===== src/rtl/ifetch_unit.sv =====
// Instruction-fetch stage: owns the PC, fetches over a req/ack memory handshake,
// holds one instruction for decode and steps the PC from decode's branch/jump controls.
module ifetch_unit #(
  parameter logic [31:0] RESET_PC = 32'h0000_3000,
  parameter int unsigned TIMEOUT  = 16,
  parameter int unsigned CNT_W    = 32
) (
  input  logic             clk,
  input  logic             rst,
  output logic             imem_req,
  output logic [31:0]      imem_addr,
  input  logic             imem_ack,
  input  logic [31:0]      imem_rdata,
  output logic [31:0]      instr,
  output logic [31:0]      instr_pc,
  output logic             instr_valid,
  input  logic             instr_ready,
  input  logic             branch,
  input  logic             branch_cond,
  input  logic             jump,
  input  logic [15:0]      imm16,
  input  logic [25:0]      target,
  output logic             fetch_err,
  output logic [CNT_W-1:0] retired_cnt
);

  localparam int unsigned TO_W = (TIMEOUT < 2) ? 1 : $clog2(TIMEOUT);

  typedef enum logic [1:0] {S_IDLE, S_REQ, S_HOLD, S_ERR} state_t;

  state_t           state, state_nxt;
  logic [31:0]      pc, pc_nxt;
  logic [31:0]      instr_q, instr_nxt;
  logic [TO_W-1:0]  to_cnt, to_cnt_nxt;
  logic [CNT_W-1:0] ret_q, ret_nxt;
  logic [31:0]      seq_pc, br_off, next_pc;
  logic             to_last;

  assign seq_pc  = pc + 32'd4;
  assign br_off  = {{14{imm16[15]}}, imm16, 2'b00};
  // With TIMEOUT=0 the counter just wraps and never reaches the error condition.
  assign to_last = (TIMEOUT != 0) && (to_cnt == TO_W'(TIMEOUT - 1));

  always_comb begin
    next_pc = seq_pc;
    if (jump)
      next_pc = {seq_pc[31:28], target, 2'b00};
    else if (branch && branch_cond)
      next_pc = seq_pc + br_off;
  end

  always_comb begin
    state_nxt   = state;
    pc_nxt      = pc;
    instr_nxt   = instr_q;
    to_cnt_nxt  = to_cnt;
    ret_nxt     = ret_q;
    imem_req    = 1'b0;
    instr_valid = 1'b0;
    fetch_err   = 1'b0;
    unique case (state)
      S_IDLE: begin
        state_nxt  = S_REQ;
        to_cnt_nxt = '0;
      end
      S_REQ: begin
        imem_req = 1'b1;
        if (imem_ack) begin
          state_nxt = S_HOLD;
          instr_nxt = imem_rdata;
        end else if (to_last) begin
          state_nxt = S_ERR;
        end else begin
          to_cnt_nxt = to_cnt + TO_W'(1);
        end
      end
      S_HOLD: begin
        instr_valid = 1'b1;
        if (instr_ready) begin
          state_nxt  = S_REQ;
          pc_nxt     = next_pc;
          ret_nxt    = ret_q + CNT_W'(1);
          to_cnt_nxt = '0;
        end
      end
      S_ERR: begin
        fetch_err = 1'b1;
      end
      default: state_nxt = S_IDLE;
    endcase
  end

  always_ff @(posedge clk or negedge rst) begin
    if (!rst) begin
      state   <= S_IDLE;
      pc      <= RESET_PC;
      instr_q <= '0;
      to_cnt  <= '0;
      ret_q   <= '0;
    end else begin
      state   <= state_nxt;
      pc      <= pc_nxt;
      instr_q <= instr_nxt;
      to_cnt  <= to_cnt_nxt;
      ret_q   <= ret_nxt;
    end
  end

  assign imem_addr   = pc;
  assign instr_pc    = pc;
  assign instr       = instr_q;
  assign retired_cnt = ret_q;

endmodule


===== config.mk =====
export PLATFORM = sky130hd
export DESIGN_NAME = ifetch_unit
export DESIGN_NICKNAME = d
export VERILOG_FILES = /design/src/rtl/ifetch_unit.sv
export SDC_FILE = /design/constraint.sdc
export NUM_CORES = 1
export LEC_CHECK = 0
export CAP_MARGIN = 15
export CORE_AREA = 2 2 169 171
export DETAILED_ROUTE_END_ITERATION = 12
export DIE_AREA = 0 0 171 173
export SLEW_MARGIN = 10
export SYNTH_ARGS = -nofsm -noshare
export SYNTH_HDL_FRONTEND = slang
export SYNTH_SLANG_ARGS = --single-unit
export TNS_END_PERCENT = 5

===== constraint.sdc =====
create_clock -name clk -period 4.9 [get_ports clk]
set_input_delay 0.49 -clock clk [delete_from_list [all_inputs] [get_ports clk]]
set_output_delay 0.49 -clock clk [all_outputs]
set_load 0.03 [all_outputs]

==> results of run 1 <==
==> final cells by class <==
| type | count | area [um2] |
|---|---|---|
| fillers | 2854 | 18240 |
| multi-input cells | 572 | 3936 |
| flip-flops and latches | 100 | 2505 |
| repair buffers | 215 | 2130 |
| well taps | 378 | 473.0 |
| clock buffers | 10 | 239.0 |
| clock inverters | 5 | 60.06 |
| inverters | 12 | 45.04 |
==> logic make-up after synthesis <==
family | Yosys count | synth area share
AOI/OAI and AO/OA | 175 | 0.1704
muxes | 36 | 0.05930
DFF | 100 | 0.3675
adders and majority gates | 40 | 0.07454
xor gates and xnor gates | 82 | 0.1054
and+or+nand+nor | 235 | 0.1658
other | 1 | 0.0005502
buffers and inverters | 68 | 0.05654
==> power by group through the flow <==
stage	logic [mW]	clock network, mW	registers [mW]
after floorplan	1.93	0	1.88
after global routing	3.77	0.795	1.49
after CTS	3.51	0.764	1.45
final	3.50	0.734	1.44
after detailed placement	3.50	0	1.47
after global placement	3.48	0	1.45
==> synth_stat cells, types with 3 or more instances <==
cell,n
sky130_fd_sc_hd__dfrtp_1,98
sky130_fd_sc_hd__buf_4,34
sky130_fd_sc_hd__a21o_1,19
sky130_fd_sc_hd__o21ai_1,8
sky130_fd_sc_hd__a211oi_1,8
sky130_fd_sc_hd__xor2_1,23
sky130_fd_sc_hd__inv_1,11
sky130_fd_sc_hd__clkbuf_1,16
sky130_fd_sc_hd__nand2_1,80
sky130_fd_sc_hd__ha_1,39
sky130_fd_sc_hd__or3_1,3
sky130_fd_sc_hd__and2_1,12
sky130_fd_sc_hd__nor2_1,49
sky130_fd_sc_hd__o21a_1,6
sky130_fd_sc_hd__and4_1,5
sky130_fd_sc_hd__buf_1,4
sky130_fd_sc_hd__o21bai_1,5
sky130_fd_sc_hd__o22ai_1,7
sky130_fd_sc_hd__nor4b_1,3
sky130_fd_sc_hd__a21oi_1,44
sky130_fd_sc_hd__a31oi_1,7
sky130_fd_sc_hd__o21ai_0,37
sky130_fd_sc_hd__nand4_1,12
sky130_fd_sc_hd__and3_1,20
sky130_fd_sc_hd__o211ai_1,9
sky130_fd_sc_hd__nand3_1,35
sky130_fd_sc_hd__nor2b_1,6
sky130_fd_sc_hd__mux2_2,33
sky130_fd_sc_hd__xnor2_1,59
==> critical path: stages, from the launching register on <==
cell                      delay, ns
sky130_fd_sc_hd__dfrtp_1       0.48
sky130_fd_sc_hd__and4_1        0.30
sky130_fd_sc_hd__and4_1        0.28
sky130_fd_sc_hd__nor2b_1       0.30
sky130_fd_sc_hd__nand2_1       0.13
sky130_fd_sc_hd__nor2_1        0.19
sky130_fd_sc_hd__xor2_1        0.25
sky130_fd_sc_hd__ha_1          0.33
sky130_fd_sc_hd__and4_1        0.20
sky130_fd_sc_hd__and2_1        0.17
sky130_fd_sc_hd__nor2b_1       0.13
sky130_fd_sc_hd__o21a_1        0.19
sky130_fd_sc_hd__o41ai_2       0.40
sky130_fd_sc_hd__o21ai_1       0.14
sky130_fd_sc_hd__a21oi_1       0.20
sky130_fd_sc_hd__xor2_1        0.16
sky130_fd_sc_hd__o21ai_1       0.07
sky130_fd_sc_hd__a22o_1        0.18
==> flip-flops by register name (all words and copies together), names as in the netlist <==
signal,cells
instr,32
to_cnt,4
retired_cnt,32
imem_addr,30
state,2
==> path summary, 6_finish.rpt <==
path | to | slack [ns] | depth (start not counted)
max | imem_addr[27] | 0.70 | 17
min | retired_cnt[27] | 0.27 | 1
max reg2reg | imem_addr[27] | 0.70 | 17
min reg2reg | retired_cnt[31] | 0.48 | 1
max in group asynchronous | instr[26] | 3.62 | 2
min in group clk | retired_cnt[31] | 0.48 | 1
==> stage by stage <==
step / worst slack (ns) / util
floorplan: 1.044 / -
global placement: 0.7838 / 0.3290
detailed placement: 0.7370 / 0.3290
CTS: 0.6992 / 0.3398
global route: 0.3424 / 0.3398
finish: 0.6956 / 0.3398
==> per-layer routing <==
metal | vias up | wire [um] | share of wire
li1 | 2933 | - | -
met1 | 2840 | 8977 | 0.42
met2 | 216 | 10130 | 0.48
met3 | 31 | 1672 | 0.079
met4 | 2 | 503 | 0.024
met5 | - | 13 | 0.00061
==> cell usage in the layout, fill, tap and decap left out, types with 12 or more instances in the layout <==
master                              n
sky130_fd_sc_hd__a21o_1            19
sky130_fd_sc_hd__a21oi_1           44
sky130_fd_sc_hd__and2_1            12
sky130_fd_sc_hd__and3_1            20
sky130_fd_sc_hd__clkdlybuf4s50_1  206
sky130_fd_sc_hd__dfrtp_1           98
sky130_fd_sc_hd__ha_1              39
sky130_fd_sc_hd__mux2_2            33
sky130_fd_sc_hd__nand2_1           80
sky130_fd_sc_hd__nand3_1           35
sky130_fd_sc_hd__nand4_1           12
sky130_fd_sc_hd__nor2_1            49
sky130_fd_sc_hd__o21ai_0           37
sky130_fd_sc_hd__xnor2_1           59
sky130_fd_sc_hd__xor2_1            23
==> results by group, run 1 <==
Synth
  • Top cells by area, synth: sky130_fd_sc_hd__dfrtp_1 36%, sky130_fd_sc_hd__xnor2_1 7.6%, sky130_fd_sc_hd__ha_1 7.2%, sky130_fd_sc_hd__mux2_2 5.5%, sky130_fd_sc_hd__nand2_1 4.4%
  • Unique masters post-synth: 60
  • Synth Flop Type: sky130_fd_sc_hd__dfrtp_1
  • Number of flops mapped to enable cells by yosys: 0
  • Sequential area share after synthesis: 0.3675
  • Area share of the largest cell type after synthesis: 0.3598
  • Post-synthesis cell area: 6815 um2
  • Number of instances in the synthesized netlist: 737
  • Average instance area after synthesis: 9.247 um2
  • Total number of yosys warnings: 0
  • Flop and latch count out of synthesis: 100
  • Post-synthesis async set-or-reset flop share: 1.000
  • Leading area contributor after synthesis: sky130_fd_sc_hd__dfrtp_1

GRT
  • Grt met1 use: 0.1742
  • Global-route wire length before repair: 32.77 mm
  • Global routing usage on met3: 0.03319
  • Busiest layer in global routing: met2
  • Number of global-route vias before repair: 6001
  • GR Util All Layers: 0.1416
  • Number of antenna violations at the first check in global routing: 2
  • Total grt overflow: 0
  • Met2 Use GR: 0.2399
  • Pin count of the biggest net entering global routing: 67

Critical path
  • Worst Path Max Fanout: 8
  • Reg2reg start: imem_addr[4]
  • Endpoint required time on the critical path: 5.15 ns
  • Category of the worst setup path launch point: register
  • Element type at the critical path end: register
  • Arrival @ worst endpoint: 4.45 ns
  • Start point of the critical path: imem_addr[4]
  • Kind of critical path: register to register

STA
  • Remaining max-slew budget at the tightest pin: 0.3098
  • Final slew viol count: 0
  • Fin Clk Skew: 0.01153 ns
  • Max frequency: 237.8 MHz
  • Number of setup violations in the final report: 0
  • Tightest hold margin: 0.2723 ns
  • RSZ-0062 raised after global routing: false
  • Ratio of final minimum period to clock period: 0.8580
  • Final period demand of the worst path: 4.204 ns
  • Total negative slack: 0 ns
  • Number of endpoints with negative hold slack in the final report: 0
  • Worst Tran Pin Value: 1.035 ns

Drt
  • Routed wirelength normalized by instance count: 16.48 um
  • Residual DRC: 0
  • Number of nets still failing antenna checks after routing: 0
  • Avg Vias per Cell: 4.661
  • Total iterations of the first detailed-routing run: 5
  • Final wirelength: 21.30 mm
  • Vias post-DR: 6022
  • Number of DRC violations after detailed-routing iteration 0: 315

Power
  • Relative contribution of the clock network to total power: 0.129
  • Switching power of the nets: 2.628 mW
  • Power per standard cell area: 604.4 nW/um2
  • Total leakage power: 3.907 nW
  • Switching power as a share of total power: 0.4631
  • Internal power summed over all cells: 3.046 mW
  • PnR Total Power: 5.674 mW
  • Logic gate share of total power: 0.617
  • Sequential fraction of design power: 0.254
  • Worst voltage drop across the vdd grid: 0.0002962 V

Outcome
  • Status: complete, no violations

Floorplanning
  • Initial cell density of the core: 0.2467
  • Die footprint: 29580 um2
  • # rows: 61
  • Die height: 173 um
  • I/O pin count: 212
  • Core area: 27630 um2
  • Horiz. Die Dim: 171 um

Layout
  • Layout cell share with drive strength beyond 1: 0.07659
  • Area Overhead vs Synth: 37.75%
  • Final design instance area without fill: 9388 um2
  • Fin nets: 1031
  • N_diodes: 0
  • Non-Filler Instances: 1292

Clock tree
  • Clock latency on the worst-skew pair: 0.35 ns
  • Inserted Clock Buffers: 9
  • TritonCTS clock tree: yes
  • Clock transition time at the flip-flop clock pins of the worst setup and hold paths: 0.08 ns
  • TritonCTS sink count: 100
  • Clock root buffer master: sky130_fd_sc_hd__clkbuf_16
  • Post-CTS setup buffer count: 0
  • Total number of H-tree levels: 3
  • Buffers from clock root to sink, at most: 2
  • Resized Gates After CTS: 0
  • Count of hold-fix buffers inserted at cts: 0

Place
  • Post-DP HPWL: 16.53 mm
  • Global placer's final weighted congestion: 0.8715
  • Input/output buffers: 207
  • DP Cell Count: 1277
  • Placed cell area: 9089 um2

Hold path
  • Hold Crit Class: input pin to async pin

Flow run
  • Maximum capacitance violations: 0
No activity file was read; power rests on OpenSTA's default activity.
==> run 2: changes to the inputs <==
- GPL_TIMING_DRIVEN: unset -> 0
==> run 2 against run 1 <==
Against the previous run:
- cell area rose by 3.4%
- via count rose by 4.9%
- first-iteration DRC count is 35% higher
- worst hold slack improved by 0.21 ns
- die area is the same
- register-to-register slack worse by 0.27 ns
- clock-buffer cell count stayed put
- sequential share of layout area down 0.87 points
- cell count increased by 3.9%
- non-clock buffer count grew 50
- clock power down 1%
- critical endpoint is now imem_addr[31]
- highest routed layer is now met4
==> results by group, run 2 (synthesis gave the netlist of run 1 again) <==
Critical path
  • Cells along the critical path: and4_1 > and4_1 > nor2b_1 > nand2_1 > nor2_1 > xor2_1 > ha_1 > and4_1 > and2_1 > nor2b_1 > o21a_1 > o41ai_2 > o21ai_1 > a31oi_1 > a21oi_1 > nor3_2 > xnor2_1
  • Top delay family on crit path: simple AND/OR/NAND/NOR gates
  • Master of the slowest instance on the critical path: sky130_fd_sc_hd__dfrtp_1
  • R2R setup slack: 0.43 ns
  • CP peak stage delay: 0.52 ns
  • Category of the worst setup path launch point: register
  • Arrival @ worst endpoint: 4.74 ns
  • Start point of the critical path: imem_addr[4]
  • Most common cell type on the critical path: sky130_fd_sc_hd__and4_1
  • Worst flop-to-flop path endpoint: imem_addr[31]
  • Reg2reg start: imem_addr[4]
  • Capture point of the worst path: imem_addr[31]
  • Depth of the most critical reg-to-reg path: 17
  • Worst Path Max Fanout: 8
  • Element type at the critical path end: register
  • Kind of critical path: register to register
  • Endpoint required time on the critical path: 5.17 ns
  • Critical path buffers and inverters: 0
  • Crit path depth: 17

Clock tree
  • Post-CTS setup buffer count: 0
  • Resized Gates After CTS: 0
  • Total number of H-tree levels: 3
  • Clock latency on the worst-skew pair: 0.35 ns
  • Clock transition time at the flip-flop clock pins of the worst setup and hold paths: 0.08 ns
  • TritonCTS sink count: 100
  • TritonCTS clock tree: yes
  • Buffers from clock root to sink, at most: 2
  • Count of hold-fix buffers inserted at cts: 1
  • Clock root buffer master: sky130_fd_sc_hd__clkbuf_16
  • Inserted Clock Buffers: 9

STA
  • Remaining max-slew budget at the tightest pin: 0.2910
  • Max frequency: 223.6 MHz
  • Total negative slack: 0 ns
  • Ratio of final minimum period to clock period: 0.9126
  • Least setup slack across all paths after layout: 0.4281 ns
  • Number of endpoints with negative hold slack in the final report: 0
  • Final slew viol count: 0
  • Number of setup violations in the final report: 0
  • RSZ-0062 raised after global routing: false
  • Final period demand of the worst path: 4.472 ns
  • Fin Clk Skew: 0.01139 ns
  • Worst Tran Pin Value: 1.060 ns

Place
  • Post-DP HPWL: 17.72 mm
  • Input/output buffers: 207
  • Placed cell area: 9400 um2
  • Global placer's final weighted congestion: 0.8772
  • Setup slack after placement: 0.4588 ns
  • DP Cell Count: 1326

Layout
  • Area Overhead vs Synth: 42.37%
  • Fin nets: 1081
  • Layout cell share with drive strength beyond 1: 0.1036
  • Core utilization of the finished layout: 0.3512
  • Commonest non-fill, non-tap cells in the layout: 206 x sky130_fd_sc_hd__clkdlybuf4s50_1, 98 x sky130_fd_sc_hd__dfrtp_1, 80 x sky130_fd_sc_hd__nand2_1
  • Non-Filler Instances: 1343
  • Most common cell after layout, fill and taps aside: sky130_fd_sc_hd__clkdlybuf4s50_1
  • Final design instance area without fill: 9703 um2
  • N_diodes: 0
  • Filler cells: 2853

Hold path
  • Hold Crit Class: register to register
  • Instance count along the most critical hold path: 1

Power
  • Relative contribution of the clock network to total power: 0.124
  • Worst voltage drop across the vdd grid: 0.0002387 V
  • Internal power summed over all cells: 3.137 mW
  • Switching power as a share of total power: 0.4626
  • Sequential fraction of design power: 0.246
  • Power per standard cell area: 601.5 nW/um2
  • Switching power of the nets: 2.700 mW
  • Total leakage power: 4.090 nW
  • Logic gate share of total power: 0.629

GRT
  • Grt met1 use: 0.1963
  • GR Util All Layers: 0.1530
  • Number of antenna violations at the first check in global routing: 1
  • Busiest layer in global routing: met2
  • Number of global-route vias before repair: 6188
  • Total grt overflow: 0
  • Pin count of the biggest net entering global routing: 78
  • Global-route wire length before repair: 34.94 mm
  • Global routing usage on met3: 0.03227
  • Met2 Use GR: 0.2535

Drt
  • Number of nets still failing antenna checks after routing: 0
  • Residual DRC: 0
  • Number of DRC violations after detailed-routing iteration 0: 426
  • Vias post-DR: 6315
  • Avg Vias per Cell: 4.702
  • Total iterations of the first detailed-routing run: 5
  • Final wirelength: 22.68 mm
  • Routed wirelength normalized by instance count: 16.89 um

Floorplanning
  • Die height: 173 um
  • # rows: 61
  • Initial cell density of the core: 0.2467
  • Die footprint: 29580 um2
  • I/O pin count: 212
  • Horiz. Die Dim: 171 um
  • Core area: 27630 um2

Outcome
  • Status: complete, no violations

Flow run
  • Maximum capacitance violations: 0
==> run 2: metrics by stage <==
step / power, mW / hold WS (ns)
6_report: 5.836 / 0.4802
5_1_grt: 6.248 / 0.5016
4_1_cts: 5.890 / 0.4824
3_5_place_dp: 5.124 / 0.3731
3_3_place_gp: 5.084 / 0.4605
2_1_floorplan: 3.811 / 0.1944
==> run 2: per-layer routing <==
layer  vias to the layer above  wire length [um]  part of all wire
met2                       236             10590              0.47
met1                      3006             10010              0.44
li1                       3042                 -                 -
met4                         0               575             0.025
met5                         -                 0                 0
met3                        31              1508             0.066
==> run 2: power groups by stage <==
stage	clock (mW)	sequential [mW]	combinational (mW)
final	0.726	1.44	3.67
after global routing	0.803	1.49	3.96
after CTS	0.768	1.44	3.68
after detailed placement	0	1.46	3.66
after global placement	0	1.45	3.63
after floorplan	0	1.88	1.93
==> run 2: final cells by class <==
type                            count  area [um2]  share of cell area
Sequential cell                   100        2505              0.2582
Clock buffer                       10       239.0             0.02463
Buffer                             56       340.3             0.03507
Clock inverter                      6       53.80            0.005545
Timing Repair Buffer              209        2111              0.2175
Inverter                           12       45.04            0.004642
Multi-Input combinational cell    572        3936              0.4057
Tap cell                          378       473.0             0.04874
==> run 2: worst min-delay path by stage <==
stage / start / end
final: retired_cnt[31] / retired_cnt[31]
after global routing: retired_cnt[31] / retired_cnt[31]
after CTS: retired_cnt[31] / retired_cnt[31]
after detailed placement: rst / retired_cnt[19]
after global placement: retired_cnt[31] / retired_cnt[31]
after floorplan: rst / imem_addr[10]
